--- config.mk ---
export PLATFORM = sky130hd
export DESIGN_NAME = ccta_result_accum
export DESIGN_NICKNAME = d
export VERILOG_FILES = /design/src/rtl/ccta_pkg.sv /design/src/rtl/ccta_sat_add.sv /design/src/rtl/ccta_result_accum.sv
export SDC_FILE = /design/constraint.sdc
export NUM_CORES = 1
export LEC_CHECK = 0
export CAP_MARGIN = 20
export CORE_MARGIN = 10
export CORE_UTILIZATION = 48
export CTS_BUF_LIST = sky130_fd_sc_hd__clkbuf_16
export DETAILED_ROUTE_END_ITERATION = 8
export PLACE_DENSITY = 0.74
export SLEW_MARGIN = 20
export SYNTH_ARGS = -nofsm -noshare
export SYNTH_HDL_FRONTEND = slang
export SYNTH_SLANG_ARGS = --single-unit
export TNS_END_PERCENT = 1
--- constraint.sdc ---
create_clock -name clk -period 2.15 [get_ports clk]
set_input_delay 0.215 -clock clk [delete_from_list [all_inputs] [get_ports clk]]
set_output_delay 0.215 -clock clk [all_outputs]
set_load 0.02 [all_outputs]
--- src/rtl/ccta_pkg.sv ---
// rtl/ccta_pkg.sv - shared width, state type and operand extension for the CCTA result accumulator
package ccta_pkg;

    localparam int Q_W = 5;

    typedef enum logic [0:0] {
        ACCUM = 1'b0,
        DONE  = 1'b1
    } ccta_state_e;

    // Returns q widened to acc_w bits (zero- or sign-extended by ctrl); bits above acc_w are cleared.
    function automatic logic [31:0] ccta_ext(input logic [Q_W-1:0] q, input logic ctrl, input int acc_w);
        logic [31:0] r;
        r = ctrl ? {{(32-Q_W){q[Q_W-1]}}, q} : {{(32-Q_W){1'b0}}, q};
        for (int i = 0; i < 32; i++) begin
            if (i >= acc_w) begin
                r[i] = 1'b0;
            end
        end
        return r;
    endfunction

endpackage

--- src/rtl/ccta_sat_add.sv ---
// rtl/ccta_sat_add.sv - combinational signed add clamped to the operand width
module ccta_sat_add #(
    parameter int W = 9
) (
    input  logic signed [W-1:0] a,
    input  logic signed [W-1:0] b,
    output logic signed [W-1:0] sum,
    output logic                ovf
);

    logic signed [W-1:0] raw;

    // Overflow only possible when both operands share a sign and the result flips it.
    always_comb begin
        raw = a + b;
        ovf = (a[W-1] == b[W-1]) && (raw[W-1] != a[W-1]);
        if (!ovf) begin
            sum = raw;
        end else if (a[W-1]) begin
            sum = {1'b1, {(W-1){1'b0}}};
        end else begin
            sum = {1'b0, {(W-1){1'b1}}};
        end
    end

endmodule

--- src/rtl/ccta_result_accum.sv ---
// rtl/ccta_result_accum.sv - windowed saturating accumulator of CCTA results with valid/ready output
module ccta_result_accum
    import ccta_pkg::*;
#(
    parameter int NSAMP = 8,
    parameter int ACC_W = 9
) (
    input  logic             clk,
    input  logic             rst_n,
    input  logic             clr,
    input  logic [Q_W-1:0]   q_in,
    input  logic             ctrl_in,
    input  logic             in_valid,
    output logic             in_ready,
    output logic [ACC_W-1:0] sum_out,
    output logic             sat_out,
    output logic             out_valid,
    input  logic             out_ready
);

    localparam int CNT_W = (NSAMP > 1) ? $clog2(NSAMP) : 1;
    localparam logic [CNT_W-1:0] LAST = CNT_W'(NSAMP - 1);

    ccta_state_e             state;
    logic [CNT_W-1:0]        cnt;
    logic signed [ACC_W-1:0] acc;
    logic signed [ACC_W-1:0] ext_q;
    logic signed [ACC_W-1:0] acc_next;
    logic                    sat;
    logic                    ovf;
    logic                    sat_next;
    logic                    accept;

    assign ext_q    = ACC_W'(ccta_ext(q_in, ctrl_in, ACC_W));
    assign sat_next = sat | ovf;
    assign in_ready = (state == ACCUM);
    assign accept   = in_valid & in_ready;

    ccta_sat_add #(.W(ACC_W)) u_add (
        .a   (acc),
        .b   (ext_q),
        .sum (acc_next),
        .ovf (ovf)
    );

    always_ff @(posedge clk) begin
        if (!rst_n) begin
            state     <= ACCUM;
            acc       <= '0;
            cnt       <= '0;
            sat       <= 1'b0;
            sum_out   <= '0;
            sat_out   <= 1'b0;
            out_valid <= 1'b0;
        end else if (clr) begin
            // sum_out deliberately untouched; it is meaningless while out_valid is low.
            state     <= ACCUM;
            acc       <= '0;
            cnt       <= '0;
            sat       <= 1'b0;
            out_valid <= 1'b0;
        end else begin
            case (state)
                ACCUM: begin
                    if (accept) begin
                        if (cnt == LAST) begin
                            sum_out   <= acc_next;
                            sat_out   <= sat_next;
                            out_valid <= 1'b1;
                            state     <= DONE;
                            acc       <= '0;
                            cnt       <= '0;
                            sat       <= 1'b0;
                        end else begin
                            acc <= acc_next;
                            sat <= sat_next;
                            cnt <= cnt + 1'b1;
                        end
                    end
                end
                DONE: begin
                    if (out_ready) begin
                        out_valid <= 1'b0;
                        acc       <= '0;
                        cnt       <= '0;
                        sat       <= 1'b0;
                        state     <= ACCUM;
                    end
                end
                default: state <= ACCUM;
            endcase
        end
    end

endmodule

==> results of run 1 <==
registers in the layout, summed over array words and instances (netlist names):
register and flops:
state 1, out_valid 1, sat 1, sat_out 1
acc 9, cnt 3, sum_out 9
metrics by stage:
stage	total power, mW	TNS (ns)	hold slack (ns)	cells	setup WS (ns)
detailed placement	0.700	-7.38	0.455	277	-0.458
global placement	0.693	-5.94	0.444	277	-0.377
finish	1.10	-0.170	0.466	282	-0.0716
global route	1.15	-1.30	0.491	282	-0.157
floorplan	0.618	0	0.394	195	0.0372
CTS	1.10	-0.235	0.468	282	-0.122
kinds of logic (layout without fill, tap and decap cells):
kind of cell	count (synthesis)	count (layout)	share of synthesized area
AOI/OAI and AO/OA	72	72	0.305
xor gates and xnor gates	5	5	0.0276
buffers and inverters	23	66	0.0820
and+or+nand+nor	57	57	0.169
adders and majority gates	9	9	0.0757
muxes	4	4	0.0252
DFF	25	25	0.315
critical path, cell delays in order, from the launching register on:
cell and delay [ns]:
dfxtp_4 0.36, ha_4 0.14, inv_2 0.04, fa_2 0.36, nand2b_4 0.17, a21oi_2 0.24
nor2b_2 0.09, a2111oi_2 0.42, a2111oi_2 0.08, a32o_1 0.23
synthesized netlist by cell type, types with 3 or more instances:
cell      number
mux2i_1        4
nand2_1       23
clkbuf_1       3
a21oi_1       16
o22ai_1        5
dfxtp_1       25
xor2_1         3
ha_1           8
nor2b_1        5
nor2_1        15
inv_1         13
buf_6          3
o21ai_0       21
a31oi_1        4
nand3_1        3
o211ai_1       3
layer usage:
layer / vias to the layer above / global-route usage / part of all wire
met5: - / 0 / 0
met1: 741 / 0.133 / 0.39
li1: 788 / - / -
met2: 39 / 0.279 / 0.54
met4: 0 / 0.0712 / 0.030
met3: 14 / 0.0380 / 0.045
power groups by stage:
stage                     clock network, mW  logic, mW  registers (mW)
after floorplan                           0      0.133           0.485
after global placement                    0      0.204           0.489
after detailed placement                  0      0.211           0.490
after CTS                             0.401      0.215           0.480
after global routing                  0.427      0.241           0.480
final                                 0.399      0.220           0.480
layout make-up:
class / instances / area [um^2] / area share
well taps: 44 / 55.1 / 0.0262
repair buffers: 48 / 413 / 0.197
clock buffers: 3 / 75.1 / 0.0358
inverters: 14 / 52.6 / 0.0250
clock inverters: 1 / 3.75 / 0.00179
flip-flops and latches: 25 / 504 / 0.240
multi-input cells: 147 / 996 / 0.474
worst paths after layout:
check             slack, ns  cells after the start                 endpoint               startpoint
setup / recovery      -0.07                      9      acc[6]$_SDFFE_PP0P_      acc[0]$_SDFFE_PP0P_
hold reg to reg        0.47                      2  sum_out[5]$_SDFFE_PN0P_  sum_out[5]$_SDFFE_PN0P_
setup reg to reg      -0.07                      9      acc[6]$_SDFFE_PP0P_      acc[0]$_SDFFE_PP0P_
hold / removal         0.47                      2  sum_out[5]$_SDFFE_PN0P_  sum_out[5]$_SDFFE_PN0P_
timing repair:
action,CTS,global route
buffers inserted,1,0
setup endpoints to repair,19,19
endpoints found under the hold margin,0,0
resized for setup,9,5
pin swaps,7,5
==> results.tsv, run 1 <==
stage	metric	value	unit
status	status	finished, violations left	
status	failing checks	negative setup slack	
yosys	Top FF cell, synth	dfxtp_1	
layout	number of diodes	0	
worst_setup_path	worst-path maximum fanout	3	
cts	CTS Sinks	25	
worst_setup_path	CP Launch Type	register	
die	core footprint	3100	um^2
yosys	cell accounting for the most synthesized area	dfxtp_1	
cts	clock transition at the registers of the reported paths	0.06	ns
die	Ports	23	
routing	DR DRC count	0	
die	Rows	20	
grt	initial antenna violation count	0	
cts	Max Root-Sink Buffers	2	
layout	Final Util	0.677	
yosys	Yosys reg bits	25	
pwr	P_int	0.824	mW
die	die width	77.5	um
worst_setup_path	CP Data Arrival Time	2.37	ns
flow_run	Max-Cap Viols	0	
pwr	worst vdd ir	499	uV
yosys	YS warnings	0	
placed_design	dpl hpwl	3.38	mm
routing	WL/cell	15.3	um
timing	count of final setup violators	4	
yosys	Net Count, Synth	215	
cts	cts bufs inserted	3	
layout	design area	2100	um^2
routing	post-route ant nets	0	
pwr	Switch Pwr	0.274	mW
yosys	post-synthesis async set-or-reset flop share	0	
yosys	Synth Instances	195	
pwr	Sw Ratio	0.249	
worst_setup_path	endpoint class of the critical path	register	
grt	largest net degree at the start of global routing	19	
die	die area	6010	um^2
cts	clock root buffer	clkbuf_16	
timing	clock skew	0.000850	ns
pwr	sequential power share	0.437	
timing	Fin. Hold Viols	0	
die	starting density of the core	0.512	
pwr	pwr dens	523	nW/um^2
cts	Clock Latency Late Sink	0.26	ns
layout	most common cell after layout, fill and taps aside	buf_4	
timing	RSZ-0062 raised after global routing	yes	
yosys	mapped cell area	1590	um^2
layout	layout cell share with drive strength beyond 1	0.202	
yosys	register area share after synthesis	0.315	
layout	most frequent cells in the layout	buf_4, dfxtp_1, nand2_1, clkdlybuf4s50_1, o21ai_0	
routing	Via Count	1582	
die	Die Y	77.5	um
placed_design	routability cong.	0.855	
pwr	clock network fraction of total power	0.363	
timing	Least-Margin Pin Slew	0.555	ns
worst_setup_path	Worst EP required	2.30	ns
routing	DRT Pass-1 Iters	4	
worst_setup_path	Setup CP Type	reg2reg	
grt	vias in the first global route	1662	
timing	Slew Limit Fails	0	
cts	H-tree level count	1	
yosys	post-synth cell types	47	
routing	vias per cell	5.61	
yosys	Post-Syn Area per Cell	8.14	um^2
timing	Final Cycle Share	1.03	
layout	Layout area overhead	32.2	%
grt	first-pass GRT wire length	7.16	mm
cts	CTS Hold Bufs	0	
pwr	Leakage	0.841	nW
cts	CTS tree	built	
yosys	Post-synth EDFFs	0	
pwr	part of the power in combinational logic	0.200	
timing	final worst setup slack	-0.0716	ns
timing	relative slew slack	0.630	
layout	final net count	259	
timing	Fmax	450	MHz
placed_design	I/O Buffers	22	
timing	Final min period	2.22	ns
placed_design	DP Area	1980	um^2
layout	filler instances	287	
routing	WL final	4.31	mm
grt	global route overflow	0	
yosys	ranking of synthesized cells by area	dfxtp_1, o21ai_0, ha_1	
worst_hold_path	worst min-delay path class	reg2reg	
routing	Initial DRC Count	131	
grt	GRT Overall Usage	0.143	
yosys	post-synth top area share	0.315	
Note: power is estimated with default switching activity, not from simulation.
==> run 2: changes to the inputs <==
Settings changed: CORE_ASPECT_RATIO from default to 0.9, CTS_CLUSTER_DIAMETER from default to 200.
==> run 2 against run 1 <==
The run still ends with negative setup slack left. Total power is 3.3% higher. Wire length is 18% higher. Maximum frequency is 0.45% lower. Worst setup slack worse by 0.010 ns. Combinational power is 15% higher. First-iteration DRC count is 11% higher. Non-clock buffer count is 2 higher. Sequential share of layout area is 1.4 points lower. Largest cell class unchanged. Largest power group unchanged.
==> results.tsv, run 2 (synthesis gave the netlist of run 1 again) <==
stage	metric	value	unit	change
status	status	finished, violations left		
status	failing checks	negative setup slack		
routing	DRT Pass-1 Iters	4		unchanged
routing	vias per cell	6.09		+8.5%
cts	clock root buffer	clkbuf_16		
die	die width	80.6	um	+4.0%
worst_setup_path	endpoint class of the critical path	register		
cts	H-tree level count	1		unchanged
timing	Slew Limit Fails	0		unchanged
flow_run	Max-Cap Viols	0		unchanged
worst_setup_path	RR Startpoint	acc[0]$_SDFFE_PP0P_		
worst_setup_path	worst r2r dst	sum_out[0]$_SDFFE_PN0P_		
pwr	Power Total	1.13	mW	+3.3%
placed_design	I/O Buffers	22		unchanged
grt	global route overflow	0		unchanged
timing	count of final setup violators	6		+2
grt	vias in the first global route	1628		-2.0%
timing	RSZ-0062 raised after global routing	yes		
worst_hold_path	worst min-delay path class	reg2reg		
grt	first-pass GRT wire length	7.33	mm	+2.4%
worst_hold_path	worst hold stages	2		unchanged
cts	Max Root-Sink Buffers	2		unchanged
layout	most common cell after layout, fill and taps aside	buf_4		
worst_setup_path	CP Launch Type	input port		
placed_design	routability cong.	0.905		+5.9%
worst_setup_path	Worst EP required	2.34	ns	+0.04 ns
layout	final instance count without filler cells	282		unchanged
pwr	pwr dens	511	nW/um^2	-2.3%
timing	relative slew slack	0.604		-0.0261
routing	Via Count	1717		+8.5%
timing	Fin. Hold Viols	0		unchanged
die	Ports	23		unchanged
layout	number of diodes	0		unchanged
cts	CTS tree	built		
worst_setup_path	slack of the worst reg-to-reg path	-0.08	ns	about the same
layout	layout cell share with drive strength beyond 1	0.225		+0.0233
cts	Clock Latency Late Sink	0.26	ns	about the same
layout	most frequent cells in the layout	buf_4, dfxtp_1, nand2_1, clkdlybuf4s50_1, o21ai_0		
worst_setup_path	cell count of the worst reg-to-reg path	9		unchanged
cts	cts bufs inserted	3		unchanged
timing	clock skew	0.00538	ns	+0.00452 ns
routing	DR DRC count	0		unchanged
worst_hold_path	Hold Path End	sum_out[5]$_SDFFE_PN0P_		
layout	biggest regs	acc (9), sum_out (9), cnt (3)		
worst_hold_path	hold_sp	sum_out[5]$_SDFFE_PN0P_		
placed_design	cell count after placement	271		-2.2%
pwr	worst vdd ir	494	uV	-0.92%
layout	Layout area overhead	39.7	%	
grt	largest net degree at the start of global routing	19		unchanged
die	die area	6010	um^2	about the same
routing	WL final	5.08	mm	+18%
pwr	Leakage	0.873	nW	+3.8%
timing	Fmax	448	MHz	-0.45%
worst_setup_path	CP Data Arrival Time	2.42	ns	+0.05 ns
timing	Final Cycle Share	1.04		+0.00465
routing	Initial DRC Count	146		+11%
timing	final worst setup slack	-0.0816	ns	-0.0100 ns
cts	CTS Hold Bufs	0		unchanged
die	core footprint	3110	um^2	+0.36%
placed_design	dpl hpwl	3.32	mm	-1.7%
die	starting density of the core	0.510		-0.00185
timing	Least-Margin Pin Slew	0.594	ns	+0.0392 ns
routing	WL/cell	18.0	um	+18%
die	Die Y	74.6	um	-3.8%
layout	final net count	261		+0.77%
worst_setup_path	crit path from	q_in[4]		
cts	CTS Sinks	25		unchanged
die	Rows	19		-5.0%
worst_setup_path	worst-path maximum fanout	6		+3
cts	clock transition at the registers of the reported paths	0.06	ns	about the same
timing	Final min period	2.23	ns	+0.0100 ns
routing	post-route ant nets	0		unchanged
grt	initial antenna violation count	0		unchanged
grt	GRT Overall Usage	0.150		+0.00715
worst_setup_path	Setup CP Type	in2reg		
layout	filler instances	232		-19%
==> run 2: final cells by class <==
cell class,instances,area (um^2),area share
repair buffers,50,444,0.200
multi-input cells,147,1090,0.491
inverters,14,52.6,0.0237
clock inverters,1,3.75,0.00169
flip-flops and latches,25,502,0.226
well taps,42,52.6,0.0237
clock buffers,3,75.1,0.0338
==> run 2: critical path: stages <==
cell             delay [ns]
clkdlybuf4s50_1        0.42
buf_4                  0.14
ha_1                   0.36
o21ai_0                0.14
a21oi_2                0.22
o32ai_2                0.19
o21ai_0                0.33
o21ai_0                0.22
a21oi_1                0.18
==> run 2: timing repair <==
item | in CTS | in global routing
buffers inserted | 3 | 4
pin swaps | 7 | 15
gates resized for setup | 9 | 16
endpoints found under the setup margin | 20 | 20
==> run 2: report_power, final <==
part	switching (mW)	internal (mW)
clock	0.153	0.248
sequential	0.00952	0.471
combinational	0.138	0.114
==> run 2: how the worst max path moves through the flow <==
stage                               to  slack [ns]
5_1_grt        sum_out[0]$_SDFFE_PN0P_       -0.15
4_1_cts        sum_out[6]$_SDFFE_PN0P_       -0.15
3_5_place_dp       acc[6]$_SDFFE_PP0P_       -0.53
2_1_floorplan      acc[6]$_SDFFE_PP0P_        0.04
3_3_place_gp       acc[6]$_SDFFE_PP0P_       -0.38
6_report       sum_out[0]$_SDFFE_PN0P_       -0.08
==> run 2: stage by stage <==
stage / hold WS [ns] / worst slack [ns] / util / area [um^2] / setup TNS [ns]
finish: 0.468 / -0.0816 / 0.712 / 2220 / -0.258
CTS: 0.463 / -0.146 / 0.672 / 2090 / -0.467
detailed placement: 0.448 / -0.530 / 0.631 / 1960 / -7.64
global route: 0.478 / -0.152 / 0.712 / 2220 / -1.00
floorplan: 0.394 / 0.0372 / - / 1600 / 0
global placement: 0.442 / -0.382 / 0.631 / 1960 / -5.95
==> run 2: per-layer routing <==
layer / GRT usage / wire [um]
met3: 0.0482 / 432
met1: 0.177 / 2070
met5: 0 / 0
met4: 0.0703 / 191
met2: 0.244 / 2390
